==> src/rtl/fifo_pkg.sv <==
// fifo_pkg: shared width helpers for the flushable synchronous FIFO
package fifo_pkg;
  function automatic int FIFO_PTR_W(input int depth);
    return (depth < 2) ? 1 : $clog2(depth);
  endfunction
  function automatic int FIFO_CNT_W(input int depth);
    return $clog2(depth + 1);
  endfunction
endpackage

==> src/rtl/fifo_wrap_ptr.sv <==
// fifo_wrap_ptr: pointer that wraps from DEPTH-1 to 0 for any DEPTH, with synchronous clear
module fifo_wrap_ptr
  import fifo_pkg::*;
#(
  parameter int DEPTH = 8
) (
  input  logic                         clk,
  input  logic                         rst,
  input  logic                         inc,
  input  logic                         clr,
  output logic [FIFO_PTR_W(DEPTH)-1:0] ptr
);
  localparam int PW = FIFO_PTR_W(DEPTH);
  localparam logic [PW-1:0] LAST = PW'(DEPTH - 1);
  // clear wins over increment; explicit wrap keeps non-power-of-two depths legal
  always_ff @(posedge clk or negedge rst)
    if (!rst) ptr <= '0;
    else if (clr) ptr <= '0;
    else if (inc) ptr <= (ptr == LAST) ? '0 : ptr + 1'b1;
endmodule

==> src/rtl/sync_fifo_flush.sv <==
// sync_fifo_flush: show-ahead synchronous FIFO with flush; FIFO_ERR_FLAGS_EN adds sticky ovf/udf
module sync_fifo_flush
  import fifo_pkg::*;
#(
  parameter int WIDTH     = 32,
  parameter int DEPTH     = 8,
  parameter int AFULL_TH  = DEPTH - 1,
  parameter int AEMPTY_TH = 1
) (
  input  logic                         clk,
  input  logic                         rst,
  input  logic                         push,
  input  logic                         pull,
  input  logic                         flush,
  input  logic [WIDTH-1:0]             data_in,
  output logic [WIDTH-1:0]             data_out,
  output logic                         empty,
  output logic                         full,
  output logic                         afull,
  output logic                         aempty,
  output logic [FIFO_CNT_W(DEPTH)-1:0] count
`ifdef FIFO_ERR_FLAGS_EN
  ,
  output logic                         ovf,
  output logic                         udf
`endif
);
  localparam int PW = FIFO_PTR_W(DEPTH);
  localparam int CW = FIFO_CNT_W(DEPTH);
  typedef logic [PW-1:0] ptr_t;
  typedef logic [CW-1:0] cnt_t;

  if (DEPTH < 2 || !(AEMPTY_TH < AFULL_TH && AFULL_TH <= DEPTH)) begin : g_bad_params
    $error("sync_fifo_flush: need DEPTH>=2 and AEMPTY_TH<AFULL_TH<=DEPTH");
  end

  logic [WIDTH-1:0] mem [DEPTH];
  ptr_t rd_ptr, wr_ptr;
  cnt_t count_nxt;
  logic rd_en, wr_en;

  // a full FIFO still takes a write when the head is popped in the same cycle
  always_comb begin
    rd_en = pull && !empty;
    wr_en = push && (!full || rd_en);
    count_nxt = flush ? '0 : count + cnt_t'(wr_en) - cnt_t'(rd_en);
  end

  fifo_wrap_ptr #(.DEPTH(DEPTH)) u_rd_ptr (
    .clk(clk), .rst(rst), .inc(rd_en), .clr(flush), .ptr(rd_ptr)
  );
  fifo_wrap_ptr #(.DEPTH(DEPTH)) u_wr_ptr (
    .clk(clk), .rst(rst), .inc(wr_en), .clr(flush), .ptr(wr_ptr)
  );

  // storage is never reset; a flushed write is dropped
  always_ff @(posedge clk)
    if (wr_en && !flush) mem[wr_ptr] <= data_in;

  assign data_out = mem[rd_ptr];

  // occupancy and status flags registered from the next-state count
  always_ff @(posedge clk or negedge rst)
    if (!rst) begin
      count  <= '0;
      empty  <= 1'b1;
      full   <= 1'b0;
      aempty <= 1'b1;
      afull  <= 1'(AFULL_TH == 0);
    end else begin
      count  <= count_nxt;
      empty  <= count_nxt == '0;
      full   <= count_nxt == cnt_t'(DEPTH);
      aempty <= count_nxt <= cnt_t'(AEMPTY_TH);
      afull  <= count_nxt >= cnt_t'(AFULL_TH);
    end

`ifdef FIFO_ERR_FLAGS_EN
  // sticky error flags: set on an ignored request, cleared by flush or reset
  always_ff @(posedge clk or negedge rst)
    if (!rst) begin
      ovf <= 1'b0;
      udf <= 1'b0;
    end else if (flush) begin
      ovf <= 1'b0;
      udf <= 1'b0;
    end else begin
      if (push && !wr_en) ovf <= 1'b1;
      if (pull && empty) udf <= 1'b1;
    end
`endif
endmodule
==> config.mk <==
export PLATFORM = sky130hd
export DESIGN_NAME = sync_fifo_flush
export DESIGN_NICKNAME = d
export VERILOG_FILES = /design/src/rtl/fifo_pkg.sv /design/src/rtl/fifo_wrap_ptr.sv /design/src/rtl/sync_fifo_flush.sv
export SDC_FILE = /design/constraint.sdc
export NUM_CORES = 1
export LEC_CHECK = 0
export ABC_CLOCK_PERIOD_IN_PS = 3800
export BUFFER_PORTS_ARGS = -buffer_cell sky130_fd_sc_hd__buf_2
export CORE_UTILIZATION = 40
export CTS_CLUSTER_DIAMETER = 120
export DETAILED_ROUTE_END_ITERATION = 16
export GPL_TIMING_DRIVEN = 1
export PLACE_DENSITY_LB_ADDON = 0.2
export SLEW_MARGIN = 15
export SYNTH_ARGS = -nofsm -noshare
export SYNTH_HDL_FRONTEND = slang
export SYNTH_SLANG_ARGS = --single-unit
==> constraint.sdc <==
create_clock -name clk -period 3.8 [get_ports clk]
set_input_delay 0.19 -clock clk [delete_from_list [all_inputs] [get_ports clk]]
set_output_delay 0.19 -clock clk [all_outputs]
set_load 0.03 [all_outputs]
==> flow_summary_export.csv <==
group,metric,value,unit
final_layout,antenna-diode-count,0,
outcome,outcome,"finished, final reports clean",
grt,grt_pass1_vias,5260,
die,fp.coreArea,25300,um2
worst_setup_path,reg2regPathDepth,9,
worst_setup_path,regToRegSetupSlack,1130,ps
job,maxCapViolations,0,
clock_tree,post_cts_buffers,0,
yosys,yosys_warnings,0,
clock_tree,cts_max_level,1,
timing,finalClockSkew,9.69,ps
final_layout,syn2layout_area_growth,21.1,%
yosys,synth_edf_count,256,
worst_setup_path,required,3610,ps
worst_setup_path,crit_fanout,34,
placement,portBuffers,76,
timing,fin_tns_setup,0,ps
placement,hpwl,11300,um
timing,slew_violations,0,
final_layout,drive_above_1_share,39.8,%
timing,worst_slew_pin_slew,1040,ps
grt,globalRouteTotalUtil,15.5,%
power_and_ir_drop,p_per_area,607,nW/um2
worst_setup_path,r2r-end,"full$_DFF_PN0_",
yosys,syn-mean-instance-area,23.1,um2
clock_tree,root_buffer,"clkbuf_16",
timing,max_clock_freq,0.347,GHz
worst_setup_path,critPathKind,"register to output pin",
worst_setup_path,rr_startpoint,"empty$_DFF_PN1_",
grt,grt_pass1_wl,30800,um
drt,firstDrtPassIters,5,
timing,hold_viol,0,
worst_setup_path,worstPathArrival,2690,ps
grt,grt-ovfl-total,0,
final_layout,nets,628,
drt,drt.antenna.violating_nets,0,
yosys,synth_nets,494,
timing,rsz0062_at_grt,"false",
min_path,hold_class,"primary input to register",
min_path,min_from,"push",
die,die_w,163,um
die,io_pins,77,
drt,routed_wirelength,19600,um
grt,antenna_found_initial,0,
yosys,synth-async-reset-ratio,5.19,%
yosys,ys_dominant_reg_cell,"edfxtp_1",
drt,drtIter0Drc,298,
die,die_area,26600,um2
die,die_h,163,um
power_and_ir_drop,p_leak,4.12,nW
timing,setup_viol,0,
timing,fin_crit_sh,75.9,%
min_path,holdPathEnd,"u_wr_ptr.ptr[1]$_DFFE_PN0P_",
min_path,whs_path_depth,4,
clock_tree,path_clk_slew,60,ps
timing,max_slew_margin,30.7,%
placement,gp_congestion,0.758,
clock_tree,clock_path_buffers,3,
clock_tree,clock_latency,550,ps
die,start_util,40.9,%
grt,grt_max_degree,67,
power_and_ir_drop,power,0.00762,W
yosys,synth-seq-cells,270,
yosys,synth.cell_area,10400,um2
yosys,yosysSeqAreaShare,77.6,%
clock_tree,cts-buffers-inserted,29,
worst_setup_path,cp-start-kind,"register",
yosys,synth_cell_types,30,
clock_tree,cts_tree,"built",
clock_tree,cts.sinks,270,
drt,vias,4825,
drt,routedWlPerCell,21.0,um
power_and_ir_drop,peakVddDrop,0.470,mV
clock_tree,ctsResizeCount,0,
die,num_rows,58,
timing,fin_crit,2880,ps
worst_setup_path,end_kind,"output pin",
yosys,synth_cells,448,
drt,remaining_drc_errors,0,
drt,viasPerCell,5.18,
how the worst max path moves through the flow:
stage | start | endpoint | slack (ps) | depth (start not counted)
finish | u_rd_ptr.ptr[0]$_DFFE_PN0P_ | data_out[14] | 920 | 4
global route | u_rd_ptr.ptr[0]$_DFFE_PN0P_ | data_out[19] | 730 | 4
CTS | u_rd_ptr.ptr[0]$_DFFE_PN0P_ | data_out[23] | 840 | 4
detailed placement | empty$_DFF_PN1_ | full$_DFF_PN0_ | 1150 | 9
global placement | empty$_DFF_PN1_ | mem[3][19]$_DFFE_PP_ | 1240 | 6
floorplan | empty$_DFF_PN1_ | mem[7][0]$_DFFE_PP_ | 730 | 5
cells in the final DEF, fill, tap and decap left out, drive strengths merged:
| cell type | instances |
|---|---|
| a21o | 3 |
| a21oi | 7 |
| buf | 88 |
| bufinv | 5 |
| clkbuf | 32 |
| clkinv | 10 |
| clkinvlp | 1 |
| dfrtp | 12 |
| dfstp | 2 |
| dlygate4sd3 | 34 |
| edfxtp | 256 |
| fa | 1 |
| ha | 8 |
| inv | 8 |
| mux2 | 32 |
| mux2i | 1 |
| mux4 | 64 |
| nand2 | 6 |
| nand2b | 3 |
| nand3 | 1 |
| nand3b | 1 |
| nor2 | 10 |
| nor2b | 3 |
| nor3 | 4 |
| nor3b | 1 |
| o21ai | 1 |
| or3 | 2 |
| or3b | 2 |
| xnor2 | 1 |
| xor2 | 2 |
per-layer routing:
metal,global-route usage (%),up-vias,share of wire [%]
met5,0,-,0
met1,21.0,2537,45
met3,2.47,35,3.5
met4,4.25,0,1.8
met2,26.2,115,50
li1,-,2138,-
cell usage after synthesis, drive strengths merged (3+ instances only):
cell	instances	area, um2
a21o	3	22.5
a21oi	7	35.0
buf	9	75.1
clkbuf	10	37.5
dfrtp	12	300
edfxtp	256	7690
ha	8	100
inv	6	22.5
mux2	32	360
mux4	64	1440
nand2	6	22.5
nand2b	3	18.8
nor2	10	37.5
nor2b	3	18.8
nor3	4	20.0
kinds of logic (layout without fill, tap and decap cells):
| kind of cell | count (synthesis) | in the layout | synth area share, % |
|---|---|---|---|
| AOI/OAI and AO/OA | 11 | 11 | 0.640 |
| xor gates and xnor gates | 3 | 3 | 0.253 |
| adders and majority gates | 9 | 9 | 1.16 |
| buffers and inverters | 25 | 178 | 1.30 |
| DFF | 270 | 270 | 77.6 |
| muxes | 97 | 97 | 17.5 |
| and+or+nand+nor | 33 | 33 | 1.62 |
registers in the layout, summed over array words and instances, names as in the netlist:
name          count
u_wr_ptr.ptr      3
afull             1
empty             1
full              1
u_rd_ptr.ptr      3
aempty            1
mem             256
count             4
where the power goes:
group	internal, W	leakage (nW)	switching (W)	total [W]
clock network	0.00173	0.466	0.00111	0.00284
registers	0.00340	2.49	0.000114	0.00351
logic	0.000562	1.16	0.000709	0.00127
total	0.00569	4.12	0.00193	0.00762
worst max-delay path, stage by stage (launching register included):
cell     delay [ps]
dfrtp_4         750
buf_12          330
mux4_2          570
mux2_2          280
buf_2           180
timing repair:
action	CTS	global route
hold buffers	34	0
hold endpoints to repair	278	0
endpoints found under the setup margin	0	0
final cells by class:
cell class | count | area (um2)
Fill cell | 2054 | 12800
Sequential cell | 270 | 8050
Multi-Input combinational cell | 153 | 2260
Timing Repair Buffer | 122 | 848
Clock buffer | 32 | 737
Tap cell | 330 | 413
Clock inverter | 18 | 226
Inverter | 6 | 22.5
stage by stage:
| step | std cells | setup WS (ps) | utilization [%] | hold WS (ps) | instance area (um2) |
|---|---|---|---|---|---|
| 6_report | 931 | 917 | 49.6 | 24.8 | 12600 |
| 5_1_grt | 931 | 734 | 49.6 | 31.2 | 12600 |
| 4_1_cts | 931 | 837 | 49.6 | 7.80 | 12600 |
| 3_5_place_dp | 847 | 1150 | 44.4 | 109 | 11300 |
| 3_3_place_gp | 847 | 1240 | 44.4 | 96.8 | 11300 |
| 2_1_floorplan | 448 | 734 | - | -106 | 10400 |
Note: power is estimated with default switching activity, not from simulation.
